### config.mk
export PLATFORM = sky130hd
export DESIGN_NAME = ahb_decoder_mux
export DESIGN_NICKNAME = d
export VERILOG_FILES = /design/src/rtl/ahb_decoder_mux.sv
export SDC_FILE = /design/constraint.sdc
export NUM_CORES = 1
export LEC_CHECK = 0
export ABC_CLOCK_PERIOD_IN_PS = 1800
export BUFFER_PORTS_ARGS = -buffer_cell sky130_fd_sc_hd__clkbuf_2
export CAP_MARGIN = 20
export CORE_AREA = 2 2 87 89
export CTS_CLUSTER_SIZE = 8
export DETAILED_ROUTE_END_ITERATION = 16
export DIE_AREA = 0 0 89 91
export REMOVE_ABC_BUFFERS = 1
export SYNTH_ARGS = -nofsm -noshare
export SYNTH_HDL_FRONTEND = slang
export SYNTH_SLANG_ARGS = --single-unit
export TNS_END_PERCENT = 100
### constraint.sdc
create_clock -name HCLK -period 1.8 [get_ports HCLK]
set_input_delay 0.09 -clock HCLK [delete_from_list [all_inputs] [get_ports HCLK]]
set_output_delay 0.09 -clock HCLK [all_outputs]
set_load 0.05 [all_outputs]
### src/rtl/ahb_decoder_mux.sv
`default_nettype none
// ============================================================================
// Module      : ahb_decoder_mux
// Description : AHB-Lite address decoder and slave-to-master response mux.
//               Decodes the address phase into one-hot slave selects, records
//               the data-phase owner and steers read data, response and ready
//               from that owner back to the master. Unmapped NONSEQ/SEQ
//               transfers are answered by an internal default slave.
// Config      : `define AHB_DEC_ERR_RESP_EN -> the default slave gives a
//               two-cycle ERROR response and counts decode errors in
//               o_err_cnt. Undefined -> unmapped transfers complete with OKAY,
//               zero wait, and o_err_cnt is tied to zero.
// Ports       : HCLK / HRESETn      bus clock, asynchronous active-low reset
//               i_HADDR, i_HTRANS   master address phase
//               o_HSEL              one-hot address-phase slave selects
//               i_s_HRDATA/HRESP/HREADYOUT  flattened per-slave responses
//               o_HRDATA/HRESP/HREADY       muxed response to master (HREADY
//                                           also feeds every slave HREADY)
//               o_err_cnt           saturating decode-error count
// Revision    : 1.0 - initial release
// ============================================================================
module ahb_decoder_mux #(
  parameter int                         N_SLV    = 4,
  parameter int                         ADDR_W   = 32,
  parameter int                         DATA_W   = 32,
  parameter logic [N_SLV*ADDR_W-1:0]    SLV_BASE = {32'h3000_0000, 32'h2000_0000,
                                                    32'h1000_0000, 32'h0000_0000},
  parameter logic [N_SLV*ADDR_W-1:0]    SLV_MASK = {4{32'hF000_0000}}
) (
  input  logic                      HCLK,
  input  logic                      HRESETn,
  input  logic [ADDR_W-1:0]         i_HADDR,
  input  logic [1:0]                i_HTRANS,
  output logic [N_SLV-1:0]          o_HSEL,
  input  logic [N_SLV*DATA_W-1:0]   i_s_HRDATA,
  input  logic [N_SLV*2-1:0]        i_s_HRESP,
  input  logic [N_SLV-1:0]          i_s_HREADYOUT,
  output logic [DATA_W-1:0]         o_HRDATA,
  output logic [1:0]                o_HRESP,
  output logic                      o_HREADY,
  output logic [7:0]                o_err_cnt
);

  // Slave index is held at a fixed width wide enough for the 16-slave maximum.
  localparam int         c_IDX_W      = 4;
  localparam logic [1:0] c_RESP_OKAY  = 2'b00;
  localparam logic [1:0] c_RESP_ERROR = 2'b01;

  typedef enum logic [1:0] {
    OWN_NONE = 2'd0,
    OWN_SLV  = 2'd1,
    OWN_DEF  = 2'd2
  } own_t;

  logic               w_dec_hit;
  logic [c_IDX_W-1:0] w_dec_idx;
  logic [N_SLV-1:0]   w_hsel;
  logic [DATA_W-1:0]  w_hrdata;
  logic [1:0]         w_hresp;
  logic               w_hready;
  logic               w_unused_htrans0;

  own_t               r_own;
  logic [c_IDX_W-1:0] r_own_idx;

  // Only the NONSEQ/SEQ distinction (bit 1) matters to this block.
  assign w_unused_htrans0 = i_HTRANS[0];

  // --------------------------------------------------------------------------
  // Address decode. Scanning from the top index down lets the lowest matching
  // slot overwrite higher ones, giving lowest-index priority on overlap.
  // --------------------------------------------------------------------------
  always_comb begin
    w_dec_hit = 1'b0;
    w_dec_idx = '0;
    for (int i = N_SLV - 1; i >= 0; i--) begin
      if ((i_HADDR & SLV_MASK[i*ADDR_W +: ADDR_W]) == SLV_BASE[i*ADDR_W +: ADDR_W]) begin
        w_dec_hit = 1'b1;
        w_dec_idx = c_IDX_W'(i);
      end
    end
  end

  for (genvar g = 0; g < N_SLV; g++) begin : g_hsel
    assign w_hsel[g] = w_dec_hit && (w_dec_idx == c_IDX_W'(g));
  end

  assign o_HSEL = w_hsel;

  // --------------------------------------------------------------------------
  // Data-phase owner: captures the decode whenever the bus is ready, so a
  // wait state from any owner freezes it until its data phase completes.
  // --------------------------------------------------------------------------
  always_ff @(posedge HCLK or negedge HRESETn) begin
    if (!HRESETn) begin
      r_own     <= OWN_NONE;
      r_own_idx <= '0;
    end else if (w_hready) begin
      if (w_dec_hit) begin
        r_own     <= OWN_SLV;
        r_own_idx <= w_dec_idx;
      end else if (i_HTRANS[1]) begin
        r_own     <= OWN_DEF;
        r_own_idx <= '0;
      end else begin
        r_own     <= OWN_NONE;
        r_own_idx <= '0;
      end
    end
  end

`ifdef AHB_DEC_ERR_RESP_EN
  // --------------------------------------------------------------------------
  // Default slave: two-cycle ERROR response for unmapped active transfers.
  // The entry condition is identical to the owner register loading OWN_DEF,
  // so DS_ERR1/DS_ERR2 always coincide with a default-slave data phase.
  // --------------------------------------------------------------------------
  typedef enum logic [1:0] {
    DS_IDLE = 2'd0,
    DS_ERR1 = 2'd1,
    DS_ERR2 = 2'd2
  } ds_t;

  ds_t        r_ds;
  logic [7:0] r_err_cnt;
  logic       w_err_start;

  assign w_err_start = w_hready && !w_dec_hit && i_HTRANS[1];

  always_ff @(posedge HCLK or negedge HRESETn) begin
    if (!HRESETn) begin
      r_ds      <= DS_IDLE;
      r_err_cnt <= 8'h00;
    end else begin
      case (r_ds)
        DS_ERR1: r_ds <= DS_ERR2;
        default: begin
          // DS_IDLE and DS_ERR2 both sample a fresh address phase.
          if (w_err_start) begin
            r_ds <= DS_ERR1;
            if (r_err_cnt != 8'hFF) begin
              r_err_cnt <= r_err_cnt + 8'd1;
            end
          end else begin
            r_ds <= DS_IDLE;
          end
        end
      endcase
    end
  end

  assign o_err_cnt = r_err_cnt;
`else
  assign o_err_cnt = 8'h00;
`endif

  // --------------------------------------------------------------------------
  // Response mux. NONE (and DEFAULT when error responses are disabled) reads
  // as a zero-wait OKAY with zero data.
  // --------------------------------------------------------------------------
  always_comb begin
    w_hrdata = '0;
    w_hresp  = c_RESP_OKAY;
    w_hready = 1'b1;
    case (r_own)
      OWN_SLV: begin
        for (int i = 0; i < N_SLV; i++) begin
          if (r_own_idx == c_IDX_W'(i)) begin
            w_hrdata = i_s_HRDATA[i*DATA_W +: DATA_W];
            w_hresp  = i_s_HRESP[i*2 +: 2];
            w_hready = i_s_HREADYOUT[i];
          end
        end
      end
`ifdef AHB_DEC_ERR_RESP_EN
      OWN_DEF: begin
        w_hresp  = c_RESP_ERROR;
        w_hready = (r_ds != DS_ERR1);
      end
`endif
      default: ;
    endcase
  end

  assign o_HRDATA = w_hrdata;
  assign o_HRESP  = w_hresp;
  assign o_HREADY = w_hready;

endmodule
`default_nettype wire

# [Word-level counts from Yosys, hierarchy flattened]
# Index checks and enable logic that the tools add are counted.
[totals] regBits=6 latchBits=0 ram_bits=0 romBits=0 inputBits=176 out_inout_bits=47 word_cells=45 n_memories=0
[op_classes] n_addsub=0 multipliers=0 n_div=0 n_lt_le_gt_ge=0 eq_ne=10 n_shift=0 mux=26 n_bitwise=0 reduce_logical=7
[op_table] cell="32-bit two-way mux" n=5
[op_table] cell="32-bit logical NOT" n=1
[op_table] cell="4-bit by 2-bit == test with 1-bit output (second input constant)" n=6
[op_table] cell="2-bit two-way mux" n=10
[op_table] cell="4-bit by 1-bit == test with 1-bit output (second input constant)" n=3
[op_table] cell="1-bit two-way mux" n=9
[op_table] cell="4-bit logical NOT" n=2
[op_table] cell="4-bit two-way mux" n=2
[op_table] cell="1-bit logical AND" n=4
[op_table] cell="2-bit by 1-bit == test with 1-bit output (second input constant)" n=1

# [Longest topological paths before layout]
# Gate-level depths: netlist of run 1.
[logic_depth] word_depth=7 depth_mapped=4 mapped_depth_nobuf=3

# [Least setup slack after synthesis of run 1]
# No wires, ideal clock.
[synth_timing] path_type="input-to-output" startpoint="input i_HADDR[31]" endpoint="output o_HSEL[1]" arrival_ns=1.747 required_ns=1.710 path_slack_ns=-0.037 cell_stages=1 cell_sequence="nor4b_1"
[synth_between] elab_chain_len=7 word_cells_on_any_way=14 cone_classes="4 x eq/ne; 8 x mux; 2 x reduce/logical"
[synth_rtl] element="start, declared" line="32" source="input logic [ADDR_W-1:0] i_HADDR,"
[synth_rtl] element="4-bit by 2-bit == test with 1-bit output" line="77" source="if ((i_HADDR & SLV_MASK[i*ADDR_W +: ADDR_W]) == SLV_BASE[i*ADDR_W +: ADDR_W]) begin"
[synth_rtl] element="2-bit two-way mux (3 in a row)" line="77"
[synth_rtl] element="4-bit two-way mux" line="77"
[synth_rtl] element="4-bit by 1-bit == test with 1-bit output" line="85" source="assign w_hsel[g] = w_dec_hit && (w_dec_idx == c_IDX_W'(g));"
[synth_rtl] element="1-bit logical AND *" line="85"
[synth_rtl] element="end, declared" line="34" source="output logic [N_SLV-1:0] o_HSEL,"
# Every way passes the cells marked *; elsewhere a longest branch is shown, timed or not.

# [Final worst setup path of run 1]
[layout_timing] startpoint="register r_own_idx[0]" endpoint="output o_HRDATA[22]"
[layout_between] elab_chain_len=6 word_cells_on_any_way=9 cone_classes="3 x eq/ne; 5 x mux; 1 x reduce/logical"
[layout_rtl] element="start, declared" line="64" source="logic [c_IDX_W-1:0] r_own_idx;"
[layout_rtl] element="start signal, assigned" line="101" source="r_own_idx <= w_dec_idx;"
[layout_rtl] element="4-bit logical NOT" line="168" source="if (r_own_idx == c_IDX_W'(i)) begin"
[layout_rtl] element="32-bit two-way mux (3 in a row)" line="168"
[layout_rtl] element="32-bit two-way mux *" line="168"
[layout_rtl] element="32-bit two-way mux *" line="165" source="case (r_own)"
[layout_rtl] element="end, declared" line="38" source="output logic [DATA_W-1:0] o_HRDATA,"
# Marked as above.

==> results.json, run 1 <==
{
  "status": "finished, final reports clean",
  "muxShareOfSynthArea_pct": 57.4,
  "fillers": 732,
  "layout_common_cells": "151 x clkbuf_2, 34 x mux4_2, 18 x and2_4",
  "cp-end-kind": "output pin",
  "pre_cts_ws_ns": 0.165,
  "skew_ns": 0.00687,
  "synth_compound_area_share_pct": 4.63,
  "clockBufferDepth": 2,
  "yosys.area_share.simple_pct": 20.2,
  "antenna_found_initial": 0,
  "insertedDiodeCount": 0,
  "dpl.hpwl_mm": 4.92,
  "io_buffers": 185,
  "p_leak_uw": 0.00145,
  "wirelength_mm": 6.27,
  "instances_no_fill": 409,
  "insertion_delay_ns": 0.22,
  "synth_cell_type_count": 28,
  "drive_above_1_share_pct": 83.2,
  "rsz0062_at_grt": "yes",
  "netlist_area_sq_um": 1410,
  "cts.htree.levels": 1,
  "worst_slack_ns": 0.00628,
  "first_global_vias": 1825,
  "clk_pin_slew_ns": 0.03,
  "cts.sinks": 4,
  "yosysWarnings": 0,
  "arrival_ns": 1.70,
  "die_y_um": 91,
  "drtIter0Drc": 20,
  "maxCapViolations": 0,
  "rows": 31,
  "syn2layout_area_growth_pct": 114,
  "core_area_sq_um": 7140,
  "finalCritPeriodShare_pct": 99.7,
  "fmax_mhz": 558,
  "syn_avg_cell_area_sq_um": 11.7,
  "cts_tree": "yes",
  "hold-path-cell-count": 3,
  "holdWs_ns": 0.102,
  "ant_nets": 0,
  "slew_viol_final": 0,
  "nNetsFinal": 487,
  "fp.dieW_um": 89,
  "ys_seq_area_share_pct": 7.12,
  "vias": 1838,
  "final_common_cell": "clkbuf_2",
  "routed_via_density": 4.49,
  "final_cell_area_sq_um": 3000,
  "firstDrtPassIters": 4,
  "reg2reg_depth": 4,
  "start_util_pct": 19.7,
  "grt-ovfl-total": 0,
  "hp-class": "in2reg",
  "vdd_drop_max_uv": 470,
  "synthAdderAreaFrac_pct": 0,
  "synth_cells": 120,
  "grt_pass1_wl_mm": 8.26,
  "dieArea_sq_um": 8100,
  "place.gp.congestion": 0.765,
  "power_density_nw_per_um2": 479,
  "ios": 223,
  "setup_violations": 0,
  "start_kind": "flop",
  "cts-root-buf": "clkbuf_8",
  "placed_area_sq_um": 2450,
  "cp_max_fo": 6,
  "tns_ns": 0,
  "hold_viol_final": 0,
  "crit_type": "reg2out",
  "layout_min_cycle_time_ns": 1.79,
  "ys_seq_elements": 4,
  "grt_max_degree": 39,
  "synth_top_family_by_area": "multiplexers",
  "track_usage_pct": 12.9,
  "synth-xor-area-share_pct": 0,
  "drc": 0,
  "wl_per_cell_um": 15.3,
  "crit_required_ns": 1.71,
  "placedCellCount": 397,
  "cts_made_buffers": 3
}
-- kinds of logic (layout without fill, tap and decap cells) --
| group | count (synthesis) | count (layout) |
|---|---|---|
| AO/OA/AOI/OAI | 9 | 9 |
| other | 1 | 8 |
| flip-flops | 4 | 4 |
| multiplexers | 38 | 38 |
| buffers and inverters | 21 | 204 |
| AND/OR/NAND/NOR | 47 | 47 |
-- synth_stat cells (all sizes together) --
cell / number / area (sq um)
nand2b: 1 / 6.26
mux2: 1 / 11.3
o311ai: 1 / 8.76
o21ai: 2 / 10.0
conb: 1 / 3.75
clkbuf: 4 / 15.0
a21o: 1 / 7.51
a22o: 1 / 8.76
nor4b: 1 / 8.76
nor2b: 1 / 6.26
dfrtp: 4 / 100
mux2i: 3 / 30.0
nand3: 1 / 5.00
nand2: 3 / 11.3
inv: 1 / 3.75
a21oi: 1 / 5.00
nor2: 2 / 7.51
and2: 35 / 219
nor4: 1 / 6.26
o211ai: 1 / 7.51
and3: 1 / 6.26
a32o: 1 / 10.0
nand3b: 1 / 7.51
o21a: 1 / 7.51
buf: 16 / 128
mux4: 34 / 766
-- worst max-delay path, stage by stage, from the launching register on --
cell and delay (ns):
dfrtp_2 0.36, buf_6 0.13, clkbuf_16 0.15, mux4_2 0.49, and2_1 0.19, buf_8 0.15
-- final timing paths --
kind,startpoint,to,slack (ns)
min in group asynchronous,HRESETn,r_own_idx[1],0.23
max in group asynchronous,HRESETn,r_own_idx[0],1.44
min reg2reg,r_own[0],r_own_idx[0],0.68
max reg2reg,r_own_idx[1],r_own_idx[0],0.30
max,r_own_idx[0],o_HRDATA[22],0.006
min,i_HTRANS[1],r_own[1],0.10
-- metal layers --
layer  vias to the layer above  track usage, %  share of wire (%)
met2                        94            24.9                 55
met3                         6            2.91                8.9
met4                         0            1.99                1.1
met1                       895            14.0                 35
li1                        843               -                  -
met5                         -               0                  0
-- registers in the layout, indices dropped and copies added, names as in the netlist --
register / flops
r_own: 2
r_own_idx: 2
-- stage by stage --
step | power, uW | util (%)
after floorplan | 690 | -
after global routing | 1520 | 42.1
after detailed placement | 1010 | 34.4
final | 1440 | 42.1
after CTS | 1340 | 39.1
after global placement | 996 | 34.4
-- final cells by class --
cell class | instances | area [sq um] | share of cell area (%)
repair buffers | 199 | 1490 | 49.6
flip-flops and latches | 4 | 103 | 3.42
well taps | 99 | 124 | 4.13
inverters | 1 | 3.75 | 0.125
clock buffers | 4 | 45.0 | 1.50
multi-input cells | 102 | 1240 | 41.2
-- what timing repair did --
action | CTS | global route
hold endpoints to repair | 4 | 0
endpoints found under the setup margin | 34 | 35
gates cloned | 0 | 4
pin swaps | 2 | 4
hold buffers | 1 | 0
setup buffers | 0 | 3
gates resized for setup | 73 | 53
-- power by group --
part	switching, uW	internal (uW)
Combinational	547	587
Clock	47.0	151
Sequential	6.21	99.2
Total	601	838
Power figures use the tool's default switching activity.
==> inputs of run 2 (changes only) <==
Settings changed: ABC_AREA set to 1.
==> results.json, run 2 <==
{
  "start_kind": "flop",
  "synth_compound_area_share_pct": 12.9,
  "clockBufferDepth": 2,
  "hold_viol_final": 0,
  "synth_cell_type_count": 29,
  "core_area_sq_um": 7140,
  "final_cell_area_sq_um": 2990,
  "ys.flop_type": "dfrtp_1",
  "cts_made_buffers": 3,
  "yosys-top-cells-area": "nand2_1 23%, inv_1 12%, nor2_1 11%",
  "dpl.hpwl_mm": 5.63,
  "syn2layout_area_growth_pct": 75.1,
  "synth_edf_count": 0,
  "clk_pin_slew_ns": 0.03,
  "synth.largest_area_cell": "nand2_1",
  "maxCapViolations": 0,
  "hold-path-cell-count": 3,
  "wl_per_cell_um": 11.6,
  "grt_pass1_wl_mm": 10.8,
  "start_util_pct": 23.9,
  "reg2reg_depth": 8,
  "grt-ovfl-total": 0,
  "fmax_mhz": 580,
  "vdd_drop_max_uv": 385,
  "rsz0062_at_grt": "yes",
  "yosys.area_share.simple_pct": 55.1,
  "wirelength_mm": 7.31,
  "nNetsFinal": 710,
  "ios": 223,
  "synthArstFlopShare_pct": 100,
  "insertedDiodeCount": 0,
  "cts-root-buf": "clkbuf_8",
  "drc": 0,
  "synth_top_family_by_area": "simple AND/OR/NAND/NOR gates",
  "cp_max_fo": 16,
  "post-route-util_pct": 41.9,
  "synthAdderAreaFrac_pct": 0,
  "hp-class": "in2reg",
  "rows": 31,
  "yosysWarnings": 0,
  "insertion_delay_ns": 0.22,
  "muxShareOfSynthArea_pct": 0,
  "final_common_cell": "clkbuf_2",
  "placed_area_sq_um": 2740,
  "place.gp.congestion": 0.828,
  "die_y_um": 91,
  "setup_violations": 0,
  "yosys-top-cells-count": "103 x nand2_1, 56 x inv_1, 52 x nor2_1, 35 x nand3_1, 21 x o21ai_0",
  "crit_required_ns": 1.71,
  "status": "finished, final reports clean",
  "routed_via_density": 4.26,
  "cts_tree": "yes",
  "antenna_found_initial": 0,
  "netlist_area_sq_um": 1710,
  "grt_max_degree": 30,
  "cts.htree.levels": 1,
  "crit_type": "reg2out",
  "firstDrtPassIters": 7,
  "finalCritPeriodShare_pct": 95.7,
  "drtIter0Drc": 79,
  "cts.sinks": 4,
  "arrival_ns": 1.63,
  "yosys.area.top_type_share_pct": 22.7,
  "layout_common_cells": "156 x clkbuf_2, 103 x nand2_1, 55 x inv_1",
  "power_density_nw_per_um2": 397,
  "vias": 2687,
  "post-synth-top-count-cell": "nand2_1",
  "reg_top3": "r_own: 2 flops, r_own_idx: 2 flops",
  "ant_nets": 0,
  "ys_seq_elements": 4,
  "layout_min_cycle_time_ns": 1.72,
  "ys_seq_area_share_pct": 5.87,
  "synth-xor-area-share_pct": 0,
  "slew_viol_final": 0,
  "first_global_vias": 2436,
  "track_usage_pct": 16.5,
  "syn_avg_cell_area_sq_um": 4.90,
  "cp-end-kind": "output pin",
  "skew_ns": 0.00349,
  "fp.dieW_um": 89,
  "p_leak_uw": 0.00195,
  "io_buffers": 185,
  "dieArea_sq_um": 8100,
  "synth_cells": 348,
  "drive_above_1_share_pct": 42.1
}
run 2: cell types whose count changed in the layout (fill, tap and decap cells not counted), sizes merged, moves of 14 or more:
cell   change
a21oi     +15
and2      -35
buf       -14
inv       +59
mux4      -34
nand2    +104
nand3     +35
nor2      +53
o21ai     +26
run 2: path summary, 6_finish.rpt:
path	from	to	slack, ns
setup / recovery	r_own_idx[0]	o_HRDATA[28]	0.08
hold / removal	i_HTRANS[1]	r_own[1]	0.08
setup reg to reg	r_own_idx[1]	r_own_idx[1]	0.40
hold reg to reg	r_own_idx[1]	r_own_idx[1]	0.59
max in group asynchronous	HRESETn	r_own_idx[0]	1.45
min in group asynchronous	HRESETn	r_own[0]	0.21
run 2: area by class of cell:
class,count,area [sq um]
fill,811,4150
multi-input combinational,265,1210
tap,99,124
inverter,60,240
timing repair buffer,200,1270
clock buffer,3,41.3
sequential,4,101
run 2: repair_timing:
item | CTS | global route
cloned | 1 | 1
gates resized for setup | 17 | 29
endpoints found under the setup margin | 28 | 33
setup buffers | 4 | 2
endpoints found under the hold margin | 4 | 0
hold buffers | 1 | 0
pin swaps | 2 | 1
run 2: stage by stage:
step           hold WS, ns  setup TNS, ns  total power (uW)  cells  setup WS [ns]
2_1_floorplan       -0.206          -7.00               603    328         -0.494
3_3_place_gp       -0.0981              0               930    619          0.123
3_5_place_dp       -0.0970              0               938    619          0.117
5_1_grt             0.0859        -0.0180              1280    631       -0.00750
4_1_cts             0.0767              0              1180    628        0.00285
6_report            0.0768              0              1190    631         0.0769
run 2: worst max-delay path, stage by stage (launching register included):
cell	delay, ns
dfrtp_2	0.40
buf_12	0.17
inv_6	0.08
nor2_8	0.15
buf_12	0.13
nand2_1	0.05
nand3_1	0.06
nand2_1	0.05
inv_1	0.05
clkbuf_2	0.26
run 2: cell families (layout without fill, tap and decap cells):
kind of cell,count (synthesis),in the layout
buffers and inverters,87,263
flip-flops,4,4
AND/OR/NAND/NOR,212,213
AO/OA/AOI/OAI,44,44
other,1,8
run 2: metal layers:
layer	up-vias	part of all wire, %	track usage (%)
li1	1411	-	-
met1	1157	40	19.6
met2	103	52	30.2
met3	16	6.2	1.73
met4	0	2.3	5.10
met5	-	0	0
run 2: report_power, final:
| group | switching [uW] | total (uW) | leakage [uW] | internal (uW) |
|---|---|---|---|---|
| combinational | 544 | 894 | 0.00188 | 350 |
| clock | 48.2 | 191 | 0.0000216 | 143 |
| sequential | 4.57 | 102 | 0.0000504 | 97.1 |
| total | 597 | 1190 | 0.00195 | 590 |
==> inputs of run 3 (changes only) <==
Settings changed: ABC_CLOCK_PERIOD_IN_PS 1800 to 2100.
Clock period 1.8 ns to 2.1 ns, I/O delays scaled along.
==> results.json, run 3 (synthesized netlist as in run 2, its figures left out) <==
{
  "fmax_mhz": 511,
  "wl_per_cell_um": 11.5,
  "rsz0062_at_grt": "no",
  "io_buffers": 185,
  "relSlewSlack_pct": 46.1,
  "reg_top3": "r_own: 2 flops, r_own_idx: 2 flops",
  "insertedDiodeCount": 0,
  "layout_common_cells": "180 x clkbuf_2, 103 x nand2_1, 56 x inv_1",
  "crit_required_ns": 2.00,
  "fillers": 809,
  "place.gp.congestion": 0.819,
  "instances_no_fill": 621,
  "setup_violations": 0,
  "clockBufferDepth": 2,
  "firstDrtPassIters": 5,
  "final_cell_area_sq_um": 2760,
  "crit_top_cell": "nand2_1",
  "worst_pin_slew_ns": 0.807,
  "skew_ns": 0.00190,
  "placed_area_sq_um": 2700,
  "arrival_ns": 1.85,
  "insertion_delay_ns": 0.22,
  "cts-root-buf": "clkbuf_8",
  "fp.dieW_um": 89,
  "grt_max_degree": 38,
  "cp_slowest_cell": "dfrtp_1",
  "start_util_pct": 23.9,
  "cp_max_fo": 19,
  "placedCellCount": 616,
  "start_kind": "flop",
  "drc": 0,
  "clk_pin_slew_ns": 0.03,
  "path_cells": "buf_4 > inv_6 > nor2_8 > nand2_1 > nand4_1 > nand2_1 > inv_1 > clkbuf_2",
  "cp-end-kind": "output pin",
  "hp-class": "in2reg",
  "grt_pass1_wl_mm": 10.6,
  "routed_via_density": 4.20,
  "status": "finished, final reports clean",
  "syn2layout_area_growth_pct": 61.7,
  "grt-ovfl-total": 0,
  "cts_made_buffers": 3,
  "power_density_nw_per_um2": 347,
  "cts.sinks": 4,
  "p_leak_uw": 0.00185,
  "final_common_cell": "clkbuf_2",
  "cts.htree.levels": 1,
  "ios": 223,
  "ant_nets": 0,
  "vias": 2607,
  "holdWs_ns": 0.0952,
  "slew_viol_final": 0,
  "rows": 31,
  "maxCapViolations": 0,
  "vdd_drop_max_uv": 230,
  "drtIter0Drc": 83,
  "dieArea_sq_um": 8100,
  "nNetsFinal": 700,
  "finalCritPeriodShare_pct": 93.2,
  "antenna_found_initial": 0,
  "track_usage_pct": 16.1,
  "slowest_delay_ns": 0.35,
  "crit_type": "reg2out",
  "drive_above_1_share_pct": 40.0,
  "layout_min_cycle_time_ns": 1.96,
  "core_area_sq_um": 7140,
  "dpl.hpwl_mm": 5.50,
  "first_global_vias": 2305,
  "wirelength_mm": 7.14,
  "cts_tree": "yes",
  "die_y_um": 91,
  "postCtsSetupRepairBufs": 0,
  "hold_viol_final": 0
}
[run 3: path summary, 6_finish.rpt]
| path | slack [ns] | cells past startpoint | start | endpoint |
|---|---|---|---|---|
| min in group asynchronous | 0.23 | 2 | HRESETn | r_own_idx[0] |
| worst max register to register | 0.60 | 9 | r_own_idx[0] | r_own_idx[1] |
| max in group asynchronous | 1.74 | 2 | HRESETn | r_own[0] |
| worst min-delay path | 0.1 | 3 | i_HTRANS[1] | r_own[1] |
| worst min register to register | 0.53 | 2 | r_own_idx[0] | r_own_idx[0] |
| worst max-delay path | 0.14 | 8 | r_own_idx[0] | o_HRDATA[5] |
[run 3: worst max-delay path: cells and delay by family (launching register included)]
family | cells | cell delay [ns]
buf+inv | 4 | 0.72
flops | 1 | 0.35
simple gates | 4 | 0.54
[run 3: metrics by stage]
step / utilization [%] / setup slack, ns / power, uW / setup TNS [ns]
after floorplan: - / -0.209 / 517 / -1.72
after global placement: 37.8 / 0.365 / 784 / 0
after detailed placement: 37.8 / 0.336 / 789 / 0
after CTS: 38.5 / 0.102 / 957 / 0
after global routing: 38.7 / 0.00472 / 1030 / 0
final: 38.7 / 0.143 / 958 / 0
[run 3: layout make-up]
type,instances,area [sq um],share of cell area (%)
multi-input cells,265,1200,43.6
repair buffers,190,1050,38.2
inverters,60,238,8.62
well taps,99,124,4.49
flip-flops and latches,4,100,3.63
clock buffers,3,41.3,1.50
[run 3: repair_timing]
item                                    4_1_cts  5_1_grt
endpoints found under the setup margin        0        2
endpoints found under the hold margin         4        0
hold buffers                                  1        0
gates resized for setup                       0        0
[run 3: per-layer routing]
metal	vias up	part of all wire, %	global-route usage (%)
met1	1112	42	20.5
li1	1393	-	-
met4	0	0.48	1.99
met3	4	5.9	1.09
met5	-	0	0
met2	98	52	29.9
[run 3: power by group]
group          switching [uW]  internal (uW)  total, uW
combinational             460            248        708
clock                    41.5            122        164
sequential               2.92           83.0       85.9
total                     504            453        958
